## src/rtl/vend_pkg.sv

```systemverilog
// Shared types, coin/product encodings and pricing helpers for the vending
// transaction controller.
package vend_pkg;

    typedef enum logic [1:0] {
        IDLE     = 2'd0,
        COLLECT  = 2'd1,
        DISPENSE = 2'd2,
        PAYOUT   = 2'd3
    } vend_state_e;

    localparam logic [2:0] COIN_10 = 3'b001;
    localparam logic [2:0] COIN_20 = 3'b010;
    localparam logic [2:0] COIN_30 = 3'b011;
    localparam logic [2:0] COIN_40 = 3'b100;
    localparam logic [2:0] COIN_50 = 3'b101;

    localparam logic [2:0] PROD_1 = 3'b001;
    localparam logic [2:0] PROD_2 = 3'b010;
    localparam logic [2:0] PROD_3 = 3'b011;

    // Price in 10rs units; 0 marks an unknown product.
    function automatic logic [2:0] price_of(input logic [2:0] prod);
        logic [2:0] price;
        case (prod)
            PROD_1:  price = 3'd1;
            PROD_2:  price = 3'd2;
            PROD_3:  price = 3'd3;
            default: price = 3'd0;
        endcase
        return price;
    endfunction

    // Coin value in 10rs units; 0 marks an unrecognised coin code.
    function automatic logic [2:0] coin_value(input logic [2:0] code);
        logic [2:0] value;
        case (code)
            COIN_10: value = 3'd1;
            COIN_20: value = 3'd2;
            COIN_30: value = 3'd3;
            COIN_40: value = 3'd4;
            COIN_50: value = 3'd5;
            default: value = 3'd0;
        endcase
        return value;
    endfunction

endpackage

```

## src/rtl/vend_if.sv

```systemverilog
// Front-end/actuator signal bundle of the transaction controller; the
// controller is the slave, the coin acceptor/keypad/actuator side the master.
interface vend_if #(
    parameter int CREDIT_W = 4
) ();
    logic                coin_valid;
    logic [2:0]          coin_code;
    logic                sel_valid;
    logic [2:0]          sel_prod;
    logic                cancel;
    logic                disp_ack;
    logic                chg_ack;
    logic                coin_reject;
    logic                sel_nack;
    logic                disp_req;
    logic [2:0]          disp_prod;
    logic                chg_req;
    logic [CREDIT_W-1:0] credit;
    logic                busy;

    modport master (
        output coin_valid, coin_code, sel_valid, sel_prod, cancel, disp_ack, chg_ack,
        input  coin_reject, sel_nack, disp_req, disp_prod, chg_req, credit, busy
    );

    modport slave (
        input  coin_valid, coin_code, sel_valid, sel_prod, cancel, disp_ack, chg_ack,
        output coin_reject, sel_nack, disp_req, disp_prod, chg_req, credit, busy
    );
endinterface

```

## src/rtl/vend_timeout_ctr.sv

```systemverilog
// Idle-timeout counter: counts enabled cycles since the last clear and flags
// the terminal count TIMEOUT_CYC-1.
module vend_timeout_ctr #(
    parameter int TIMEOUT_CYC = 1000
) (
    input  logic clk,
    input  logic rst,
    input  logic clear,
    input  logic en,
    output logic tc
);
    localparam int CNT_W = (TIMEOUT_CYC > 1) ? $clog2(TIMEOUT_CYC) : 1;
    localparam logic [CNT_W-1:0] TERM = CNT_W'(TIMEOUT_CYC - 1);
    localparam logic [CNT_W-1:0] ONE  = CNT_W'(1);

    logic [CNT_W-1:0] cnt_r;

    // Count enabled cycles, saturating at the terminal value.
    always_ff @(posedge clk or posedge rst) begin
        if (rst) begin
            cnt_r <= '0;
        end else if (clear) begin
            cnt_r <= '0;
        end else if (en && (cnt_r != TERM)) begin
            cnt_r <= cnt_r + ONE;
        end else begin
            cnt_r <= cnt_r;
        end
    end

    assign tc = en && (cnt_r == TERM);

endmodule

```

## src/rtl/vend_txn_controller.sv

```systemverilog
// Vending transaction sequencer: credit accumulation, selection, cancel and
// idle timeout, plus req/ack sequencing of the dispenser and change hopper.
module vend_txn_controller
    import vend_pkg::*;
#(
    parameter int CREDIT_W    = 4,
    parameter int TIMEOUT_CYC = 1000
) (
    input logic  clk,
    input logic  rst,
    vend_if.slave bus
);
    localparam int CW1 = CREDIT_W + 1;
    localparam logic [CW1-1:0]      CREDIT_MAX = {1'b0, {CREDIT_W{1'b1}}};
    localparam logic [CREDIT_W-1:0] CREDIT_ONE = CREDIT_W'(1);

    vend_state_e         state_r, state_nxt_s;
    logic [CREDIT_W-1:0] credit_r, credit_nxt_s;
    logic [2:0]          disp_prod_r, disp_prod_nxt_s;
    logic                coin_reject_r, coin_reject_nxt_s;
    logic                sel_nack_r, sel_nack_nxt_s;
    logic                disp_req_r, chg_req_r, busy_r;

    logic [CW1-1:0] credit_ext_s, price_ext_s, coin_sum_s;
    logic           sel_ok_s, coin_ok_s, tmo_tc_s, tmo_clear_s;

    // Widened by one bit so the overflow compare cannot wrap.
    assign credit_ext_s = {1'b0, credit_r};
    assign price_ext_s  = CW1'(price_of(bus.sel_prod));
    assign coin_sum_s   = credit_ext_s + CW1'(coin_value(bus.coin_code));
    assign sel_ok_s     = (price_ext_s != '0) && (credit_ext_s >= price_ext_s);
    assign coin_ok_s    = (coin_value(bus.coin_code) != 3'd0) && (coin_sum_s <= CREDIT_MAX);

    assign tmo_clear_s = bus.coin_valid || bus.sel_valid || (state_r != COLLECT);

    vend_timeout_ctr #(
        .TIMEOUT_CYC (TIMEOUT_CYC)
    ) u_timeout (
        .clk   (clk),
        .rst   (rst),
        .clear (tmo_clear_s),
        .en    (state_r == COLLECT),
        .tc    (tmo_tc_s)
    );

    // Next-state, credit and strobe-response decode.
    always_comb begin
        state_nxt_s       = state_r;
        credit_nxt_s      = credit_r;
        disp_prod_nxt_s   = disp_prod_r;
        coin_reject_nxt_s = 1'b0;
        sel_nack_nxt_s    = 1'b0;
        case (state_r)
            IDLE, COLLECT: begin
                if (bus.cancel) begin
                    coin_reject_nxt_s = bus.coin_valid;
                    sel_nack_nxt_s    = bus.sel_valid;
                    state_nxt_s       = (credit_r != '0) ? PAYOUT : IDLE;
                end else if (bus.sel_valid && sel_ok_s) begin
                    coin_reject_nxt_s = bus.coin_valid;
                    credit_nxt_s      = credit_r - price_ext_s[CREDIT_W-1:0];
                    disp_prod_nxt_s   = bus.sel_prod;
                    state_nxt_s       = DISPENSE;
                end else begin
                    // A refused selection still lets a same-cycle coin through.
                    sel_nack_nxt_s = bus.sel_valid;
                    if (bus.coin_valid) begin
                        if (coin_ok_s) begin
                            credit_nxt_s = coin_sum_s[CREDIT_W-1:0];
                            state_nxt_s  = COLLECT;
                        end else begin
                            coin_reject_nxt_s = 1'b1;
                        end
                    end else if ((state_r == COLLECT) && tmo_tc_s && !bus.sel_valid) begin
                        state_nxt_s = PAYOUT;
                    end else begin
                        state_nxt_s = state_r;
                    end
                end
            end
            DISPENSE: begin
                coin_reject_nxt_s = bus.coin_valid;
                sel_nack_nxt_s    = bus.sel_valid;
                if (bus.disp_ack) begin
                    state_nxt_s = (credit_r != '0) ? PAYOUT : IDLE;
                end else begin
                    state_nxt_s = DISPENSE;
                end
            end
            PAYOUT: begin
                coin_reject_nxt_s = bus.coin_valid;
                sel_nack_nxt_s    = bus.sel_valid;
                if (bus.chg_ack) begin
                    credit_nxt_s = credit_r - CREDIT_ONE;
                    state_nxt_s  = (credit_r == CREDIT_ONE) ? IDLE : PAYOUT;
                end else begin
                    state_nxt_s = PAYOUT;
                end
            end
            default: begin
                state_nxt_s  = IDLE;
                credit_nxt_s = '0;
            end
        endcase
    end

    // FSM state and registered outputs, all derived from the next state.
    always_ff @(posedge clk or posedge rst) begin
        if (rst) begin
            state_r       <= IDLE;
            credit_r      <= '0;
            disp_prod_r   <= 3'b000;
            coin_reject_r <= 1'b0;
            sel_nack_r    <= 1'b0;
            disp_req_r    <= 1'b0;
            chg_req_r     <= 1'b0;
            busy_r        <= 1'b0;
        end else begin
            state_r       <= state_nxt_s;
            credit_r      <= credit_nxt_s;
            disp_prod_r   <= disp_prod_nxt_s;
            coin_reject_r <= coin_reject_nxt_s;
            sel_nack_r    <= sel_nack_nxt_s;
            disp_req_r    <= (state_nxt_s == DISPENSE);
            chg_req_r     <= (state_nxt_s == PAYOUT);
            busy_r        <= (state_nxt_s == DISPENSE) || (state_nxt_s == PAYOUT);
        end
    end

    assign bus.coin_reject = coin_reject_r;
    assign bus.sel_nack    = sel_nack_r;
    assign bus.disp_req    = disp_req_r;
    assign bus.disp_prod   = disp_prod_r;
    assign bus.chg_req     = chg_req_r;
    assign bus.credit      = credit_r;
    assign bus.busy        = busy_r;

endmodule
```

## src/flat_wrapper.sv

```systemverilog
// flat-port wrapper written by rule: the top's interface ports become plain ports
module vend_txn_controller_flat import vend_pkg::*;
#(
    parameter int CREDIT_W    = 4,
    parameter int TIMEOUT_CYC = 1000
)
  (clk, rst, bus_coin_valid, bus_coin_code, bus_sel_valid, bus_sel_prod, bus_cancel, bus_disp_ack, bus_chg_ack, bus_coin_reject, bus_sel_nack, bus_disp_req, bus_disp_prod, bus_chg_req, bus_credit, bus_busy);
  vend_if #(.CREDIT_W(CREDIT_W)) bus_i ();
  input logic clk;
  input logic rst;
  input wire logic [$bits(bus_i.coin_valid)-1:0] bus_coin_valid;
  input wire logic [$bits(bus_i.coin_code)-1:0] bus_coin_code;
  input wire logic [$bits(bus_i.sel_valid)-1:0] bus_sel_valid;
  input wire logic [$bits(bus_i.sel_prod)-1:0] bus_sel_prod;
  input wire logic [$bits(bus_i.cancel)-1:0] bus_cancel;
  input wire logic [$bits(bus_i.disp_ack)-1:0] bus_disp_ack;
  input wire logic [$bits(bus_i.chg_ack)-1:0] bus_chg_ack;
  output wire logic [$bits(bus_i.coin_reject)-1:0] bus_coin_reject;
  output wire logic [$bits(bus_i.sel_nack)-1:0] bus_sel_nack;
  output wire logic [$bits(bus_i.disp_req)-1:0] bus_disp_req;
  output wire logic [$bits(bus_i.disp_prod)-1:0] bus_disp_prod;
  output wire logic [$bits(bus_i.chg_req)-1:0] bus_chg_req;
  output wire logic [$bits(bus_i.credit)-1:0] bus_credit;
  output wire logic [$bits(bus_i.busy)-1:0] bus_busy;
  assign bus_i.coin_valid = bus_coin_valid;
  assign bus_i.coin_code = bus_coin_code;
  assign bus_i.sel_valid = bus_sel_valid;
  assign bus_i.sel_prod = bus_sel_prod;
  assign bus_i.cancel = bus_cancel;
  assign bus_i.disp_ack = bus_disp_ack;
  assign bus_i.chg_ack = bus_chg_ack;
  assign bus_coin_reject = bus_i.coin_reject;
  assign bus_sel_nack = bus_i.sel_nack;
  assign bus_disp_req = bus_i.disp_req;
  assign bus_disp_prod = bus_i.disp_prod;
  assign bus_chg_req = bus_i.chg_req;
  assign bus_credit = bus_i.credit;
  assign bus_busy = bus_i.busy;
  vend_txn_controller #(.CREDIT_W(CREDIT_W), .TIMEOUT_CYC(TIMEOUT_CYC)) u_core (.clk(clk), .rst(rst), .bus(bus_i));
endmodule
```

## config.mk

```make
export PLATFORM = sky130hd
export DESIGN_NAME = vend_txn_controller_flat
export DESIGN_NICKNAME = d
export VERILOG_FILES = /design/src/rtl/vend_pkg.sv /design/src/rtl/vend_if.sv /design/src/rtl/vend_timeout_ctr.sv /design/src/rtl/vend_txn_controller.sv /design/src/flat_wrapper.sv
export SDC_FILE = /design/constraint.sdc
export NUM_CORES = 1
export LEC_CHECK = 0
export CAP_MARGIN = 5
export CORE_MARGIN = 10
export CORE_UTILIZATION = 40
export DETAILED_ROUTE_END_ITERATION = 6
export GPL_ROUTABILITY_DRIVEN = 1
export PLACE_DENSITY_LB_ADDON = 0.12
export SLEW_MARGIN = 20
export SYNTH_ARGS = -nofsm -noshare
export SYNTH_HDL_FRONTEND = slang
export SYNTH_HIERARCHICAL = 1
export SYNTH_SLANG_ARGS = --single-unit
```

## constraint.sdc

```tcl
create_clock -name clk -period 2.8 [get_ports clk]
set_clock_uncertainty 0.15 [all_clocks]
set_input_delay 0.28 -clock clk [delete_from_list [all_inputs] [get_ports clk]]
set_output_delay 0.28 -clock clk [all_outputs]
set_load 0.05 [all_outputs]
```

# Word-level counts from Yosys, hierarchy flattened
# Index checks and enable logic that the tools add are counted.
# word_totals
reg_bits	24
inputBits	13
out_inout_bits	12
word_cells	86
# op_classes
addsub	4
magnitude_cmp	2
eq_ne	21
mux	28
n_bitwise	1
n_reduce_logical	21
# ops
op	n
$mux W10	2
$mux W4	5
$mux W2	9
$pmux W3 S5	1
$eq A3 B2 Y1 const B	4
$pmux W2 S3	2
$add A10 B1 Y10 const B	1
$eq A10 B10 Y1 const B	1
$ne A10 B10 Y1 const B	1
$eq A2 B2 Y1 const B	4
$pmux W4 S2	1
$logic_and A1 B1 Y1	7
$eq A3 B1 Y1 const B	2
$eq A3 B3 Y1 const B	2
$mux W1	6
$add A4 B3 Y5	1
$le A5 B4 Y1 const B	1
$reduce_and A5 Y1	1
$reduce_bool A5 Y1	1
$eq A4 B1 Y1 const B	1
$ge A4 B2 Y1	1
$ne A2 B2 Y1 const B	2
$pmux W1 S2	2
$reduce_bool A2 Y1	2
other kinds (14)	17

# Depth between registers and ports, before layout
# Gate-level depths: netlist of run 1.
# depth
ltp_word	12
mapped_depth	11
depth_no_buf	11

# Cells and area by module
# The synthesis of run 1 kept the hierarchy.
# modules_own_cells
module	n_inst	cells_per_inst	area_each_um2	seq_area_each_um2
vend_txn_controller	1	108	1027.2	325.3
vend_timeout_ctr	1	64	599.3	250.2

# Worst setup path after synthesis of run 1
# Ideal clock, no wire load.
# synth_path
kind	flip-flop to flip-flop
startpoint	register u_core.credit_r[0], in the netlist u_core/bus.credit[0]
endpoint	register u_core.disp_prod_r[0], in the netlist u_core/bus.disp_prod[0]
setup_time_ns	0.125
t_arrival_ns	2.562
t_required_ns	2.525
slack_ns	-0.036
stages_incl_launch_ff	7
path_buffers	0
period_less_slack_ns	2.836
cell_sequence	dfrtp_1 -> inv_1 -> ha_1 -> fa_1 -> a311o_1 -> nor3_1 -> mux2_2
# synth_via
elab_chain_cells	4
# synth_lines
item	line	rtl
start: declaration	vend_txn_controller.sv:18	logic [CREDIT_W-1:0] credit_r, credit_nxt_s;
start signal: assignment	vend_txn_controller.sv:120	credit_r <= credit_nxt_s;
$ge A4 B2 Y1	vend_txn_controller.sv:31	assign sel_ok_s = (price_ext_s != '0) && (credit_ext_s >= price_ext_s);
$logic_and A1 B1 Y1	vend_txn_controller.sv:31	
$logic_and A1 B1 Y1	vend_txn_controller.sv:59	end else if (bus.sel_valid && sel_ok_s) begin
$reduce_and A3 Y1 (no line)	n/a	
end signal: assignment	vend_txn_controller.sv:121	disp_prod_r <= disp_prod_nxt_s;
end: declaration	vend_txn_controller.sv:19	logic [2:0] disp_prod_r, disp_prod_nxt_s;
# No other way between the ends.
# A chain may end at the register's enable or synchronous reset.

# Worst setup path after layout of run 1
# layout_path
startpoint	register u_core.credit_r[0], in the netlist u_core/bus.credit[0]
endpoint	register u_core.credit_r[3], in the netlist u_core/bus.credit[3]
# layout_via
elab_chain_cells	6
word_cells_on_any_way	17
cone_classes	add/sub: 3; order compare: 2; eq/ne: 2; mux: 6; reduce/logical: 4
# layout_lines
item
parallel branches: the longest is 6 deep, another holds $add A4 B3 Y5
# Parallel ways; which one is timed is not known. The select of a mux whose other input is x is not followed.

==> run metrics, run 1 <==
status finished clean; grt total ovfl 0; design area 0.002108 mm2; largest net degree at the start of global routing 14; Avg Vias per Cell 5.618; vias in the first global route 1,590; Final setup viols 0; final core occ 0.5309; worst setup margin 0.1182 ns; Flop pwr share 0.284; Remaining DRCs 0; Final ANT Viol Nets 0; Die Width 83.77 um; antenna violations before repair 0; Leak Pwr 0.0009103 uW; Pint 925.0 uW; syn nets 198; Die Y 83.77 um; unique cell type count in the Yosys netlist 49; hold slack 0.1798 ns; Syn Area/Cell 9.457 um2; CTS Hold Buffers Added 0; largest area contributor in the netlist dfrtp_1; Worst Setup Start Kind flip-flop; CTS max path bufs 2; Fillers 400; FP Rows 23; Placed Area 0.002027 mm2; RSZ-0062 raised after global routing no; global-route wire length before repair 7189 um; EDFF count, synth 0; register bit total from synthesis 23; Initial DRT Pass Iterations 4; WP data required 2.79 ns; share of flip-flops with an asynchronous set or reset after synthesis 1.000; CTS root buf clkbuf_8; Synth area leaders dfrtp_1 (35%), ha_1 (8.5%), a21oi_1 (3.4%); Switching Share 0.4775; GPL Wtd Cong 0.8777; R2R cell count 8; Cell Area, Synth 0.001627 mm2; Worst-Margin Slew 0.8439 ns; Antenna Cells 0; count of input and output buffers 24; post-synth top area share 0.3538; CTS Sinks 23; count leader, synth dfrtp_1; fin crit share 0.9578; list of most frequent post-synthesis cells dfrtp_1 (23), inv_1 (14), nand2_1 (13); Clk pin slew, worst setup/hold paths 0.09 ns; dpl hpwl 3239 um; I/O pin count 25; insertion delay to the later sink of the worst-skew pair 0.26 ns; CP arrival 2.67 ns; Fin. Hold Viols 0; Hold Crit Class input pin to asynchronous set/reset pin; CP Capture Type flip-flop; Setup CP Type flip-flop to flip-flop; worst rel slew slack 0.4229; layout cells sized above 1 0.1698; VDD IR-drop max 0.5729 mV; YS warnings 6; Max-Cap Viols 0; Top FF cell, synth dfrtp_1; crit path time final 2.682 ns; Max H-tree Level 1; Net Switching 845.4 uW; Place WS -0.3141 ns; Syn-to-layout area delta 29.62%; CTS Buf Count 3; fmax 0.3729 GHz; combinational share of power 0.598; postcts setup bufs 0; via count 1,472; PD cells 839.7 mW/mm2; final wirelength 4113 um; Clock Power Share 0.118; Avg WL per Cell 15.70 um; DR iter-0 viols 30; CTS tree done; Core ar. 0.003971 mm2; sequential-to-total area share from yosys stat 0.3538; final net count 239; gate count of the mapped netlist 172; Worst Path Max Fanout 7; DIE AREA 0.007017 mm2; starting density of the core 0.4096; total track usage 0.1174; max-slew violations 0
==> worst max-delay path, stage by stage (launching register included) <==
cell and delay, ns:
dfrtp_2 0.46, inv_1 0.10, ha_1 0.23, fa_1 0.48
a311o_1 0.35, buf_4 0.17, nor3_1 0.32, a2111oi_4 0.10
xor2_1 0.20
==> flip-flops by register name (all words and copies together), names as in the netlist <==
register	count
u_core/bus.chg_req	1
u_core/bus.coin_reject	1
u_core/bus.credit	4
u_core/bus.disp_prod	3
u_core/bus.disp_req	1
u_core/bus.sel_nack	1
u_core/state_r	2
u_core/u_timeout/cnt_r	10
==> layer usage <==
layer | up-vias | routed length (um) | track usage
met1 | 721 | 1726 | 0.1289
met2 | 30 | 2232 | 0.2202
li1 | 717 | - | -
met3 | 4 | 115 | 0.02246
met5 | - | 0 | 0
met4 | 0 | 38 | 0.03349
==> worst paths after layout <==
path,end,slack [ns],start
min,u_core/u_timeout/cnt_r[6],0.18,rst
max reg2reg,u_core/bus.credit[3],0.12,u_core/bus.credit[0]
min reg2reg,u_core/bus.disp_prod[2],0.37,u_core/bus.disp_prod[2]
min in group clk,u_core/bus.disp_prod[2],0.37,u_core/bus.disp_prod[2]
max,u_core/bus.credit[3],0.12,u_core/bus.credit[0]
max in group asynchronous,u_core/bus.credit[0],1.87,rst
==> power groups by stage <==
stage               combinational (uW)  sequential, uW  clock (uW)
floorplan                          461             717           0
global placement                  1010             505           0
detailed placement                1020             504           0
CTS                               1030             502         218
global route                      1150             516         232
finish                            1060             503         209
==> area by class of cell <==
type                            count  area [um2]  share of cell area
Clock inverter                      1       5.005            0.002374
Tap cell                           50       62.56             0.02967
Timing Repair Buffer               39       357.8              0.1697
Multi-Input combinational cell    132        1012              0.4801
Sequential cell                    23       576.8              0.2736
Clock buffer                        3       41.29             0.01958
Inverter                           14       52.55             0.02493
==> what timing repair did <==
item / 4_1_cts / 5_1_grt
pin swaps: 3 / 7
gates resized for setup: 2 / 5
endpoints found under the hold margin: 0 / 0
gates cloned: 0 / 0
endpoints found under the setup margin: 2 / 4
==> cell families after synthesis <==
group / share of synthesized area
multiplexers: 0.02615
XOR/XNOR: 0.02154
buffers and inverters: 0.04230
flip-flops: 0.3538
AND/OR/NAND/NOR: 0.2400
AO/OA/AOI/OAI: 0.2000
adder cells (fa/ha/maj): 0.1162
==> metrics by stage <==
stage / std cells / power (uW) / TNS (ns)
finish: 262 / 1770 / 0
global placement: 258 / 1511 / -1.260
floorplan: 172 / 1178 / 0
CTS: 262 / 1752 / 0
detailed placement: 258 / 1523 / -1.629
global route: 262 / 1897 / 0
==> layout by cell type (no fill, tap or decap), types with 5 or more instances in the layout <==
cell and n:
buf_4 15, nand2b_1 5, nand2_1 13, ha_1 10, clkdlybuf4s50_1 22, nor2_1 8, nand3_1 8, a21oi_1 11
or4_1 6, inv_1 14, dfrtp_1 22
No activity file was read; power rests on OpenSTA's default activity.
==> run 2, diff against run 1 <==
--- a/config.mk
+++ b/config.mk
@@ -14,5 +14,4 @@
 export SLEW_MARGIN = 20
 export SYNTH_ARGS = -nofsm -noshare
 export SYNTH_HDL_FRONTEND = slang
-export SYNTH_HIERARCHICAL = 1
 export SYNTH_SLANG_ARGS = --single-unit
==> run metrics, run 2 <==
status finished clean; syn nets 191 (-3.5%); CP Capture Type flip-flop; Avg WL per Cell 15.38 um (-2.1%); total power 1812 uW (+2.3%); Synth area leaders dfrtp_1 (38%), ha_1 (7.1%), nor2_1 (3.8%); Clk pin slew, worst setup/hold paths 0.10 ns (about the same); Syn-to-layout area delta 28.06%; Core ar. 0.003771 mm2 (-5.0%); RSZ-0062 raised after global routing no; fin crit share 0.9051 (-0.05265); compound-gate portion of the synthesized area 0.1591 (-0.04091); Syn Area/Cell 9.560 um2 (+1.1%); dpl hpwl 3155 um (-2.6%); max-slew violations 0 (unchanged); YS warnings 0 (-6); Worst-Margin Slew 0.6437 ns (-0.2002 ns); PD cells 886.2 mW/mm2 (+5.5%); grt met1 use 0.1493 (+0.02032); critical-path cell list clkdlybuf4s50_1 -> nor2b_1 -> ha_1 -> fa_1 -> a311oi_4 -> buf_4 -> a21oi_2 -> or4_1 -> nand3_1; Largest delay share family, worst path simple AND/OR/NAND/NOR gates; worst setup margin 0.2656 ns (+0.1474 ns); largest area contributor in the netlist dfrtp_1; register bit total from synthesis 24 (+4.3%); hold slack 0.1401 ns (-0.03974 ns); vias in the first global route 1,349 (-15%); Die Width 83.18 um (-0.71%); unique cell type count in the Yosys netlist 51 (+4.1%); Fillers 346 (-14%); CTS Sinks 24 (+4.3%); Place WS -0.02456 ns (+0.2895 ns); final core occ 0.5421 (+0.01126); met3 usage 0.03711 (+0.01465); Crit-path slowest cell or4_1; Top FF cell, synth dfrtp_1; Die Y 83.18 um (-0.71%); crit path time final 2.534 ns (-0.1474 ns); Avg Vias per Cell 5.372 (-4.4%); DR iter-0 viols 58 (+93%); CTS tree done; FP Rows 22 (-4.3%); leading cell types in the layout, fill and taps excluded clkdlybuf4s50_1 (24), dfrtp_1 (23), nor2_1 (16); share of flip-flops with an asynchronous set or reset after synthesis 1.000 (unchanged); final net count 230 (-3.8%); Cell Area, Synth 0.001597 mm2 (-1.8%); EDFF count, synth 0 (unchanged); layout cells sized above 1 0.1415 (-0.02835); Max H-tree Level 1 (unchanged); Remaining DRCs 0 (unchanged); antenna violations before repair 0 (unchanged); count of input and output buffers 24 (unchanged); CTS root buf clkbuf_8; gate count of the mapped netlist 167 (-2.9%); crit-path max cell delay 0.50 ns (+0.02 ns); Synth Area in Adders 0.09561 (-0.02054); worst rel slew slack 0.5673 (+0.1444); PostCTS Resize Cnt 0 (-2); GPL Wtd Cong 0.8543 (-2.7%); final wirelength 3890 um (-5.4%); largest family of logic cells by synthesized area simple AND/OR/NAND/NOR gates; Max-Cap Viols 0 (unchanged); DIE AREA 0.006918 mm2 (-1.4%); Final setup viols 0 (unchanged); starting density of the core 0.4234 (+0.01378); postcts setup bufs 0 (unchanged); CTS Hold Buffers Added 0 (unchanged); insertion delay to the later sink of the worst-skew pair 0.28 ns (+0.02 ns); GR peak layer met2; Final ANT Viol Nets 0 (unchanged); total track usage 0.1164 (-0.001036); I/O pin count 25 (unchanged); Worst Setup Start Kind input pin; global-route wire length before repair 6727 um (-6.4%); largest net degree at the start of global routing 16 (+2); post-synth top area share 0.3762 (+0.02233); WP data required 2.86 ns (+0.07 ns); xor/xnor share of the synthesized area 0.03840 (+0.01686); list of most frequent post-synthesis cells dfrtp_1 (24), nor2_1 (16), inv_1 (13); count leader, synth dfrtp_1; Fin. Hold Viols 0 (unchanged); commonest non-fill, non-tap cell in the layout clkdlybuf4s50_1; CP arrival 2.59 ns (-0.08 ns); sequential-to-total area share from yosys stat 0.3762 (+0.02233); Most flops, register u_core.u_timeout.cnt_r; Setup CP Type input pin to flip-flop; multiplexer share of the synthesized area 0.04545 (+0.01930); Initial DRT Pass Iterations 4 (unchanged); Hold Crit Class input pin to asynchronous set/reset pin; via count 1,359 (-7.7%); simple-gate share of the synthesized area 0.2288 (-0.01116); Antenna Cells 0 (unchanged); WP buf/inv 2 (unchanged); CTS max path bufs 2 (unchanged); Largest register FFs 10 (unchanged); Worst Path Max Fanout 8 (+1); met2 Use GR 0.1781 (-0.04214); fmax 0.3946 GHz (+5.8%); Leak Pwr 0.0008705 uW (-4.4%); CTS Buf Count 3 (unchanged); VDD IR-drop max 0.5240 mV (-8.5%); grt total ovfl 0 (unchanged)
## run 2: through the flow
stage	instances	setup TNS [ns]	area, um2
after floorplan	167	0	1598
after global placement	249	0	1973
after detailed placement	249	-0.04751	1973
after CTS	253	0	2044
after global routing	253	0	2044
final	253	0	2044
## run 2: cell families after synthesis
kind of cell / after synthesis
mux: 7
compound gates: 33
flops: 24
simple gates: 66
fa+ha+maj: 11
xor+xnor: 7
buf+inv: 19
## run 2: cell type report
class,count,area [um2],area share
Clock buffer,3,41.29,0.02020
Clock inverter,1,30.03,0.01469
Inverter,14,52.55,0.02570
Multi-Input combinational cell,124,905.9,0.4431
Sequential cell,24,601.8,0.2944
Tap cell,48,60.06,0.02938
Timing Repair Buffer,39,352.8,0.1726
## run 2: where the power goes
group / leakage, uW / switching, uW / total [uW] / internal, uW
Combinational: 0.000535 / 587 / 979 / 391
Sequential: 0.000300 / 92.8 / 515 / 422
Clock: 0.0000357 / 126 / 318 / 192
Total: 0.000870 / 807 / 1810 / 1010
## run 2: per-layer routing
layer  part of all wire  wire [um]  vias up
met5                  0          0        -
met2               0.45       1741       34
met3              0.069        267        4
met1               0.47       1837      650
li1                   -          -      671
met4              0.011         44        0
## run 2: final timing paths
kind / endpoint / cells past startpoint / start / slack [ns]
min in group clk: u_core.bus.disp_prod[1] / 1 / u_core.bus.disp_prod[1] / 0.36
setup / recovery: u_core.bus.credit[0] / 9 / bus_sel_prod[0] / 0.27
max in group asynchronous: u_core.bus.busy / 3 / rst / 1.80
hold / removal: u_core.bus.disp_prod[2] / 2 / rst / 0.14
setup reg to reg: u_core.bus.credit[0] / 7 / u_core.bus.credit[1] / 0.35
hold reg to reg: u_core.bus.disp_prod[1] / 1 / u_core.bus.disp_prod[1] / 0.36
==> run 3, diff against run 2 <==
--- a/config.mk
+++ b/config.mk
@@ -11,7 +11,7 @@
 export DETAILED_ROUTE_END_ITERATION = 6
 export GPL_ROUTABILITY_DRIVEN = 1
 export PLACE_DENSITY_LB_ADDON = 0.12
-export SLEW_MARGIN = 20
+export SLEW_MARGIN = 0
 export SYNTH_ARGS = -nofsm -noshare
 export SYNTH_HDL_FRONTEND = slang
 export SYNTH_SLANG_ARGS = --single-unit
==> results of run 3 <==
No change in the layout: final DEF, timing and power equal those of run 2.
